`src/rtl/operand_buf_pkg.sv`:
```
// Shared types and default sizing for the operand buffer.
`ifndef SARRAY_LOAD_WIDTH
`define SARRAY_LOAD_WIDTH 32
`endif

package operand_buf_pkg;

    // Life cycle of one bank: filled by the producer, read by the consumer, then released.
    typedef enum logic [1:0] {
        BANK_EMPTY   = 2'd0,
        BANK_FILLING = 2'd1,
        BANK_FULL    = 2'd2
    } bank_state_e;

    localparam int OB_DATA_W = `SARRAY_LOAD_WIDTH;
    localparam int OB_DEPTH  = 64;
    localparam int OB_NBANK  = 2;

    // Bank index width; never narrower than one bit.
    function automatic int bank_idx_w(input int nbank);
        return (nbank > 2) ? $clog2(nbank) : 1;
    endfunction

endpackage

```
`src/rtl/operand_buf_if.sv`:
```
// Write / read / release / status signals of the operand buffer.
interface operand_buf_if
    import operand_buf_pkg::*;
#(
    parameter int DATA_W = OB_DATA_W,
    parameter int DEPTH  = OB_DEPTH,
    parameter int NBANK  = OB_NBANK
);
    localparam int AW = $clog2(DEPTH);
    localparam int BW = bank_idx_w(NBANK);

    logic              wr_valid_i;
    logic [BW-1:0]     wr_bank_i;
    logic [AW-1:0]     wr_addr_i;
    logic [DATA_W-1:0] wr_data_i;
    logic              wr_last_i;

    logic              rd_valid_i;
    logic [BW-1:0]     rd_bank_i;
    logic [AW-1:0]     rd_addr_i;

    logic              rel_valid_i;
    logic [BW-1:0]     rel_bank_i;

    logic              rd_ret_valid_o;
    logic [DATA_W-1:0] rd_ret_data_o;
    logic [NBANK-1:0]  bank_empty_o;
    logic [NBANK-1:0]  bank_full_o;
    logic              err_o;

    modport master (
        output wr_valid_i, wr_bank_i, wr_addr_i, wr_data_i, wr_last_i,
        output rd_valid_i, rd_bank_i, rd_addr_i,
        output rel_valid_i, rel_bank_i,
        input  rd_ret_valid_o, rd_ret_data_o, bank_empty_o, bank_full_o, err_o
    );

    modport slave (
        input  wr_valid_i, wr_bank_i, wr_addr_i, wr_data_i, wr_last_i,
        input  rd_valid_i, rd_bank_i, rd_addr_i,
        input  rel_valid_i, rel_bank_i,
        output rd_ret_valid_o, rd_ret_data_o, bank_empty_o, bank_full_o, err_o
    );

endinterface

```
`src/rtl/operand_buf_bank.sv`:
```
// One bank: row storage plus its EMPTY/FILLING/FULL state register.
// wr_en / rel_en arrive already qualified by the top level.
module operand_buf_bank
    import operand_buf_pkg::*;
#(
    parameter int DATA_W = OB_DATA_W,
    parameter int DEPTH  = OB_DEPTH,
    parameter int AW     = $clog2(DEPTH)
) (
    input  logic              clk,
    input  logic              rst,
    input  logic              wr_en,
    input  logic              wr_last,
    input  logic [AW-1:0]     wr_addr,
    input  logic [DATA_W-1:0] wr_data,
    input  logic              rel_en,
    input  logic [AW-1:0]     rd_addr,
    output logic [DATA_W-1:0] rd_data,
    output logic              is_empty,
    output logic              is_full
);

    logic [DATA_W-1:0] mem [DEPTH];
    bank_state_e       state;

    // Row storage; deliberately not reset, so unwritten rows keep stale contents.
    always_ff @(posedge clk) begin
        if (wr_en && !rst) begin
            mem[wr_addr] <= wr_data;
        end
    end

    assign rd_data = mem[rd_addr];

    // Bank state machine with registered empty/full flags.
    always_ff @(posedge clk) begin
        if (rst) begin
            state    <= BANK_EMPTY;
            is_empty <= 1'b1;
            is_full  <= 1'b0;
        end else begin
            case (state)
                BANK_EMPTY, BANK_FILLING: begin
                    if (wr_en) begin
                        if (wr_last) begin
                            state    <= BANK_FULL;
                            is_empty <= 1'b0;
                            is_full  <= 1'b1;
                        end else begin
                            state    <= BANK_FILLING;
                            is_empty <= 1'b0;
                            is_full  <= 1'b0;
                        end
                    end
                end
                BANK_FULL: begin
                    if (rel_en) begin
                        state    <= BANK_EMPTY;
                        is_empty <= 1'b1;
                        is_full  <= 1'b0;
                    end
                end
                default: begin
                    state    <= BANK_EMPTY;
                    is_empty <= 1'b1;
                    is_full  <= 1'b0;
                end
            endcase
        end
    end

endmodule

```
`src/rtl/operand_buf.sv`:
```
// Multi-bank operand buffer: index decode, accept checks, read return and
// sticky protocol error. All accept checks look at bank state from the start
// of the cycle, so same-cycle write/read/release on one bank resolve cleanly.
module operand_buf
    import operand_buf_pkg::*;
#(
    parameter int DATA_W = `SARRAY_LOAD_WIDTH,
    parameter int DEPTH  = OB_DEPTH,
    parameter int NBANK  = OB_NBANK
) (
    input  logic          clk,
    input  logic          rst,
    operand_buf_if.slave  bus
);

    localparam int AW = $clog2(DEPTH);
    localparam int BW = bank_idx_w(NBANK);

    localparam logic [AW:0] DEPTH_L = (AW+1)'(DEPTH);
    localparam logic [BW:0] NBANK_L = (BW+1)'(NBANK);

    logic [NBANK-1:0]  empty_vec;
    logic [NBANK-1:0]  full_vec;
    logic [NBANK-1:0]  wr_en_vec;
    logic [NBANK-1:0]  rel_en_vec;
    logic [DATA_W-1:0] bank_rd_data [NBANK];

    logic              wr_in_rng, rd_in_rng, rel_in_rng;
    logic              wr_tgt_full, rd_tgt_full, rel_tgt_full;
    logic              wr_ok, rd_ok, rel_ok;
    logic              any_bad;
    logic [DATA_W-1:0] rd_sel_data;

    logic              ret_valid_q;
    logic [DATA_W-1:0] ret_data_q;
    logic              err_q;

    assign wr_in_rng  = ({1'b0, bus.wr_bank_i}  < NBANK_L) && ({1'b0, bus.wr_addr_i} < DEPTH_L);
    assign rd_in_rng  = ({1'b0, bus.rd_bank_i}  < NBANK_L) && ({1'b0, bus.rd_addr_i} < DEPTH_L);
    assign rel_in_rng = ({1'b0, bus.rel_bank_i} < NBANK_L);

    // Look up the current state of each addressed bank and the read-mux data.
    always_comb begin
        wr_tgt_full  = 1'b0;
        rd_tgt_full  = 1'b0;
        rel_tgt_full = 1'b0;
        rd_sel_data  = '0;
        for (int b = 0; b < NBANK; b++) begin
            if (bus.wr_bank_i == BW'(b)) begin
                wr_tgt_full = full_vec[b];
            end
            if (bus.rd_bank_i == BW'(b)) begin
                rd_tgt_full = full_vec[b];
                rd_sel_data = bank_rd_data[b];
            end
            if (bus.rel_bank_i == BW'(b)) begin
                rel_tgt_full = full_vec[b];
            end
        end
    end

    // A write may only land in an EMPTY or FILLING bank; reads and releases need FULL.
    assign wr_ok  = bus.wr_valid_i  && wr_in_rng  && !wr_tgt_full;
    assign rd_ok  = bus.rd_valid_i  && rd_in_rng  && rd_tgt_full;
    assign rel_ok = bus.rel_valid_i && rel_in_rng && rel_tgt_full;

    assign any_bad = (bus.wr_valid_i  && !wr_ok)
                   || (bus.rd_valid_i  && !rd_ok)
                   || (bus.rel_valid_i && !rel_ok);

    for (genvar b = 0; b < NBANK; b++) begin : g_bank
        assign wr_en_vec[b]  = wr_ok  && (bus.wr_bank_i  == BW'(b));
        assign rel_en_vec[b] = rel_ok && (bus.rel_bank_i == BW'(b));

        operand_buf_bank #(
            .DATA_W (DATA_W),
            .DEPTH  (DEPTH),
            .AW     (AW)
        ) u_bank (
            .clk      (clk),
            .rst      (rst),
            .wr_en    (wr_en_vec[b]),
            .wr_last  (bus.wr_last_i),
            .wr_addr  (bus.wr_addr_i),
            .wr_data  (bus.wr_data_i),
            .rel_en   (rel_en_vec[b]),
            .rd_addr  (bus.rd_addr_i),
            .rd_data  (bank_rd_data[b]),
            .is_empty (empty_vec[b]),
            .is_full  (full_vec[b])
        );
    end

    // Read return register; data holds its last value between accepted reads.
    always_ff @(posedge clk) begin
        if (rst) begin
            ret_valid_q <= 1'b0;
            ret_data_q  <= '0;
        end else begin
            ret_valid_q <= rd_ok;
            if (rd_ok) begin
                ret_data_q <= rd_sel_data;
            end
        end
    end

    // Sticky protocol error, cleared only by reset.
    always_ff @(posedge clk) begin
        if (rst) begin
            err_q <= 1'b0;
        end else if (any_bad) begin
            err_q <= 1'b1;
        end
    end

    assign bus.rd_ret_valid_o = ret_valid_q;
    assign bus.rd_ret_data_o  = ret_data_q;
    assign bus.bank_empty_o   = empty_vec;
    assign bus.bank_full_o    = full_vec;
    assign bus.err_o          = err_q;

endmodule

```
`src/flat_wrapper.sv`:
```
// flat-port wrapper written by rule: the top's interface ports become plain ports
module operand_buf_flat import operand_buf_pkg::*;
#(
    parameter int DATA_W = `SARRAY_LOAD_WIDTH,
    parameter int DEPTH  = OB_DEPTH,
    parameter int NBANK  = OB_NBANK
)
  (clk, rst, bus_wr_valid_i, bus_wr_bank_i, bus_wr_addr_i, bus_wr_data_i, bus_wr_last_i, bus_rd_valid_i, bus_rd_bank_i, bus_rd_addr_i, bus_rel_valid_i, bus_rel_bank_i, bus_rd_ret_valid_o, bus_rd_ret_data_o, bus_bank_empty_o, bus_bank_full_o, bus_err_o);
  operand_buf_if #(.DATA_W(DATA_W), .DEPTH(DEPTH), .NBANK(NBANK)) bus_i ();
  input  logic clk;
  input  logic rst;
  input wire logic [$bits(bus_i.wr_valid_i)-1:0] bus_wr_valid_i;
  input wire logic [$bits(bus_i.wr_bank_i)-1:0] bus_wr_bank_i;
  input wire logic [$bits(bus_i.wr_addr_i)-1:0] bus_wr_addr_i;
  input wire logic [$bits(bus_i.wr_data_i)-1:0] bus_wr_data_i;
  input wire logic [$bits(bus_i.wr_last_i)-1:0] bus_wr_last_i;
  input wire logic [$bits(bus_i.rd_valid_i)-1:0] bus_rd_valid_i;
  input wire logic [$bits(bus_i.rd_bank_i)-1:0] bus_rd_bank_i;
  input wire logic [$bits(bus_i.rd_addr_i)-1:0] bus_rd_addr_i;
  input wire logic [$bits(bus_i.rel_valid_i)-1:0] bus_rel_valid_i;
  input wire logic [$bits(bus_i.rel_bank_i)-1:0] bus_rel_bank_i;
  output wire logic [$bits(bus_i.rd_ret_valid_o)-1:0] bus_rd_ret_valid_o;
  output wire logic [$bits(bus_i.rd_ret_data_o)-1:0] bus_rd_ret_data_o;
  output wire logic [$bits(bus_i.bank_empty_o)-1:0] bus_bank_empty_o;
  output wire logic [$bits(bus_i.bank_full_o)-1:0] bus_bank_full_o;
  output wire logic [$bits(bus_i.err_o)-1:0] bus_err_o;
  assign bus_i.wr_valid_i = bus_wr_valid_i;
  assign bus_i.wr_bank_i = bus_wr_bank_i;
  assign bus_i.wr_addr_i = bus_wr_addr_i;
  assign bus_i.wr_data_i = bus_wr_data_i;
  assign bus_i.wr_last_i = bus_wr_last_i;
  assign bus_i.rd_valid_i = bus_rd_valid_i;
  assign bus_i.rd_bank_i = bus_rd_bank_i;
  assign bus_i.rd_addr_i = bus_rd_addr_i;
  assign bus_i.rel_valid_i = bus_rel_valid_i;
  assign bus_i.rel_bank_i = bus_rel_bank_i;
  assign bus_rd_ret_valid_o = bus_i.rd_ret_valid_o;
  assign bus_rd_ret_data_o = bus_i.rd_ret_data_o;
  assign bus_bank_empty_o = bus_i.bank_empty_o;
  assign bus_bank_full_o = bus_i.bank_full_o;
  assign bus_err_o = bus_i.err_o;
  operand_buf #(.DATA_W(DATA_W), .DEPTH(DEPTH), .NBANK(NBANK)) u_core (.clk(clk), .rst(rst), .bus(bus_i));
endmodule
```
`config.mk`:
```
export PLATFORM = sky130hd
export DESIGN_NAME = operand_buf_flat
export DESIGN_NICKNAME = d
export VERILOG_FILES = /design/src/rtl/operand_buf_pkg.sv /design/src/rtl/operand_buf_if.sv /design/src/rtl/operand_buf_bank.sv /design/src/rtl/operand_buf.sv /design/src/flat_wrapper.sv
export SDC_FILE = /design/constraint.sdc
export NUM_CORES = 2
export LEC_CHECK = 0
export ABC_AREA = 1
export CAP_MARGIN = 0
export CELL_PAD_IN_SITES_DETAIL_PLACEMENT = 0
export CELL_PAD_IN_SITES_GLOBAL_PLACEMENT = 1
export CORE_AREA = 5 5 667 669
export DETAILED_ROUTE_END_ITERATION = 10
export DIE_AREA = 0 0 672 674
export PLACE_DENSITY_LB_ADDON = 0.1
export SYNTH_ARGS = -nofsm -noshare
export SYNTH_HDL_FRONTEND = slang
export SYNTH_SLANG_ARGS = --single-unit
export TNS_END_PERCENT = 50
```
`constraint.sdc`:
```
create_clock -name clk -period 3.5 [get_ports clk]
set_input_delay 0.35 -clock clk [delete_from_list [all_inputs] [get_ports clk]]
set_output_delay 0.35 -clock clk [all_outputs]
set_load 0.05 [all_outputs]
```
# --- Word level (Yosys, flattened, before mapping) ---
# Memories as Yosys holds them, arrays and structs flattened.
# Index checks and enable logic that the tools add are counted.
# W data, S select, Z words.
totals:
  ramBits: 4096
  inputBits: 53
  n_memories: 2
  reg_bits: 42
  out_inout_bits: 38
op_classes:
  n_bitwise: 2
  n_mux: 28
  n_eq_ne: 8
  reduce_logical: 25
memory_table:
  columns: ["name", "depth", "word_bits", "rd", "rd_clocked_by_memory_dff", "wr", "line", "text"]
  rows:
  - ["u_core.g_bank[0].u_bank.mem", 64, 32, 1, 0, 1, "operand_buf_bank.sv:23", "logic [DATA_W-1:0] mem [DEPTH];"]
  - ["u_core.g_bank[1].u_bank.mem", 64, 32, 1, 0, 1, "operand_buf_bank.sv:23", null]
ops:
  columns: ["cell", "count"]
  rows:
  - ["$mux W32", 1]
  - ["$mux W1", 16]
  - ["$logic_and A1 B1 Y1", 12]
  - ["$mux W2", 5]
  - ["$ne A2 B2 Y1 const B", 4]
  - ["$pmux W1 S2", 4]
  - ["$pmux W2 S2", 2]
  - ["$logic_not A1 Y1", 5]
  - ["$eq A2 B1 Y1 const B", 2]
  - ["$eq A2 B2 Y1 const B", 2]
  - ["$logic_not A2 Y1", 2]
  - ["$reduce_and A2 Y1", 2]
  - ["$reduce_or A2 Y1", 2]
  - ["$logic_or A1 B1 Y1", 2]
  - ["$not A1 Y1", 2]

# --- Longest topological paths before layout ---
logic_depth:
  word_depth: 7
  ltp_mapped: 15

# --- Modules after synthesis ---
# Synthesis repeated with hierarchy kept, for this count alone.
unflattened:
  cells_unflattened: 13884
  hier_area_um2: 166353.3
by_module_without_submodules:
  columns: ["module", "instances", "cells_each", "area_per_inst_um2"]
  rows:
  - ["operand_buf_bank", 2, 6774, 82241.4]
  - ["operand_buf", 1, 336, 1870.5]

# --- Worst setup path before layout ---
# No wires, ideal clock.
synth_timing:
  path_type: "input to register"
  from: "in bus_wr_addr_i[0]"
  to: "mem u_core.g_bank[0].u_bank.mem[63][0] (netlist bit), enable pin"
  required_time_ps: 3079
  setup_time_ps: 421
  t_arrival_ps: 2424
  path_slack_ps: 655
  stages: 4
  n_path_buf: 0
  cell_sequence: "inv_1 > nor3_1 > nand2_1 > nor2_1"
synth_rtl:
  columns: ["item", "line", "text"]
  rows:
  - ["start: declaration", "flat_wrapper.sv:14", "input wire logic [$bits(bus_i.wr_addr_i)-1:0] bus_wr_addr_i;"]
  - ["end: declaration", "operand_buf_bank.sv:23", null]
# Straight into the memory's write port.

# --- Worst setup path in the final report ---
layout_timing:
  from: "reg u_core.ret_data_q[3], in the netlist u_core.bus.rd_ret_data_o[3]"
  to: "out bus_rd_ret_data_o[3]"
layout_rtl:
  columns: ["item", "line", "text"]
  rows:
  - ["start: declaration", "operand_buf.sv:35", "logic [DATA_W-1:0] ret_data_q;"]
  - ["start signal: assignment", "operand_buf.sv:102", "ret_data_q <= rd_sel_data;"]
  - ["end: declaration", "flat_wrapper.sv:23", "output wire logic [$bits(bus_i.rd_ret_data_o)-1:0] bus_rd_ret_data_o;"]
# No word-level cell between the ends.

==> flow_summary.yaml <==
layout:
  area_delta_synth_final_pct: 17.3
  layoutNonFillerInstCount: 20100
  final_layout_size_suffix_gt1_share_pct: 10.8
  layout.cell_area.non_filler_um2: 194000
  nNetsFinal: 14000
timing:
  hold_viol_final: 0
  totalNegativeSetupSlack_ns: 0
  final.min_clock_period_ns: 2.92
  finalCritPeriodShare_pct: 83.6
  setup_viol_count_final: 0
  transition_at_the_pin_with_the_smallest_max_transition_slack_ns: 1.19
  setup_repair_after_global_routing_missed_its_margin: "no"
  slew_violations: 0
  post-route-worst-setup-slack_ns: 0.575
  highest_clock_rate_mhz: 342
  slew-limit-headroom_pct: 20.9
  fin_skew_ns: 0.0530
clock_network:
  post_cts_resize_count: 0
  worst_setup_hold_path_clk_slew_ns: 0.06
  numClockSinks: 4136
  clk-insertion-delay-late_ns: 0.99
  clock_path_buffers: 4
  postcts_setup_bufs: 0
  h-tree-depth: 5
  cts.hold.buffers_added: 32
  cts_tree: "yes"
  cts_inserted_buffers: 456
  clockRootBuffer: "clkbuf_16"
logic_synthesis:
  syn-mean-instance-area_um2: 12.2
  synth.lib_cells_used.distinct: 23
  synth_xor_xnor_area_share_pct: 0
  yosys_register_bits: 4136
  ys_dominant_reg_cell: "edfxtp_1"
  share_of_synthesized_area_occupied_by_flip_flops_and_latches_pct: 74.6
  post_synth_and_or_nand_nor_area_fraction_pct: 22.3
  syn_nets: 13700
  synth_cells: 13600
  yosysWarnings: 0
  synth_edf_count: 4096
  muxShareOfSynthArea_pct: 0
  synth-compound-area-share_pct: 0.0438
  synth_top_family_by_area: "simple AND/OR/NAND/NOR gates"
  post_synth_instance_area_um2: 166000
  asyncSetResetFlopFracSynth_pct: 0
  synthAdderAreaFrac_pct: 0
global_routing:
  grt_overflow_total: 0
  grt_first_pass_wirelength_um: 824000
  maximum_number_of_pins_on_one_net_before_global_route_repair: 113
  antenna_found_initial: 38
  grt_usage_pct: 25.2
  via_count_of_the_first_global_routing_pass: 107000
placed_design:
  io_buffers: 90
  gpl.final_weighted_congestion: 0.826
  placed_cell_count: 19300
  post-dp-hpwl_um: 340000
  detailed_place.area_um2: 180000
  pre_cts_setup_slack_ns: -0.319
power:
  power-per-cell-area_nw_per_um2: 561
  power.ir.vdd_worst_uv: 427
  leakage_nw: 67.5
  total_power_mw: 109
worst_setup_path:
  crit_path_top_delay_cell: "clkdlybuf4s50_1"
  reg2reg_setup_slack_ns: 0.92
  crit_fanout: 2
  critical_path.max_stage_delay_ns: 1.07
  critPathLaunchType: "flop"
  buffering_stage_count_on_the_worst_path_with_inverters_included: 1
  path_cells: "clkdlybuf4s50_1"
  worst_ep_arrival_time_ns: 2.57
  worst_ep_required_time_ns: 3.15
  path_delay_family: "buffers and inverters"
  end_kind: "primary output"
  crit_type: "reg -> out"
routing:
  drt_iter0_drc: 12100
  wl_met3_um: 33200
  remaining_drc_errors: 0
  vias: 111000
  vias_per_cell: 5.51
  met1_length_um: 259000
  highest_layer: "met5"
  drt-wirelength-per-cell_um: 29.2
  totalWireLength_um: 588000
  met2_wire_length_um: 274000
  ant_nets: 0
  firstDrtPassIters: 5
floorplanning:
  floorplan.die_area_um2: 453000
  core_area_um2: 438000
  effective_utilization_at_floorplan_pct: 37.9
  row_count: 243
  die_w_um: 672
  pin_count: 91
  die_y_um: 674
flow_run:
  cap_violations: 0
run_status:
  run_status: "finished clean"
hold_path:
  hold_path.class: "in -> reg"
where the power goes:
part	switching (mW)	internal [mW]	leakage, nW	total, mW
logic	5.53	1.91	23.3	7.45
registers	0.0753	54.5	37.1	54.6
clock network	19.8	27.2	7.10	47.1
sequential cells by signal, summed over array words and instances, names as in the netlist:
| name | count |
|---|---|
| u_core.bus.err_o | 1 |
| u_core.g_bank.u_bank.state | 2 |
| u_core.g_bank.u_bank.is_full | 2 |
| u_core.g_bank.u_bank.mem | 4096 |
| u_core.bus.rd_ret_valid_o | 1 |
| u_core.bus.rd_ret_data_o | 32 |
| u_core.g_bank.u_bank.is_empty | 2 |
final timing paths:
kind | start | depth (start not counted) | end
max reg2reg | u_core.g_bank[1].u_bank.mem[31][29] | 10 | u_core.bus.rd_ret_data_o[29]
min | bus_wr_data_i[31] | 1 | u_core.g_bank[0].u_bank.mem[10][31]
min reg2reg | u_core.g_bank[1].u_bank.state[0] | 2 | u_core.g_bank[1].u_bank.state[0]
max | u_core.bus.rd_ret_data_o[3] | 1 | bus_rd_ret_data_o[3]
synth_stat cells, types with 17 or more instances:
cell	instances	area, um2
nand2_1	4207	15800
edfxtp_1	4096	123000
nand3_1	4064	20300
buf_2	557	2790
nor2_1	198	743
clkbuf_1	158	593
buf_4	120	901
buf_1	66	248
inv_1	50	188
dfxtp_1	40	801
buf_6	21	236
nor3_1	17	85.1
routing by layer:
layer,global-route usage [%],up-vias
met2,40.7,3834
met1,36.0,56700
met5,0,-
met4,8.25,4
li1,-,49500
met3,2.52,803
logic make-up (layout without fill, tap and decap cells):
logic type / after synthesis / count (layout)
AND/OR/NAND/NOR: 8487 / 8487
flip-flops: 4136 / 4136
buffers and inverters: 980 / 1733
AO/OA/AOI/OAI: 11 / 11
other: 0 / 11
cells in the final DEF (no fill, tap or decap), drive strengths merged:
master            n
bufinv           38
o211ai            2
a31oi             1
o21a              1
a211oi            2
clkdlybuf4s50    48
nand3          4064
clkinvlp         20
dlygate4sd3      32
nor2            198
a21oi             2
o21ai             2
dfxtp            40
nand2          4207
or3b              1
inv              62
buf             759
diode            11
edfxtp         4096
clkbuf          570
clkinv          204
a311oi            1
nor3             17
area by class of cell:
cell class              count  area [um2]
diodes                     11        27.5
clock buffers             570       12100
clock inverters           270        2460
fillers                 39600      243000
inverters                  54         255
multi-input cells        8498       38100
flip-flops and latches   4136      124000
well taps                5757        7200
repair buffers            839       10600
through the flow:
| stage | utilization (%) | hold slack, ns |
|---|---|---|
| global route | 44.4 | 0.0461 |
| global placement | 41.0 | 0.452 |
| CTS | 44.4 | 0.00692 |
| detailed placement | 41.0 | 0.459 |
| finish | 44.5 | 0.0683 |
| floorplan | - | 0.441 |
Power figures use the tool's default switching activity.
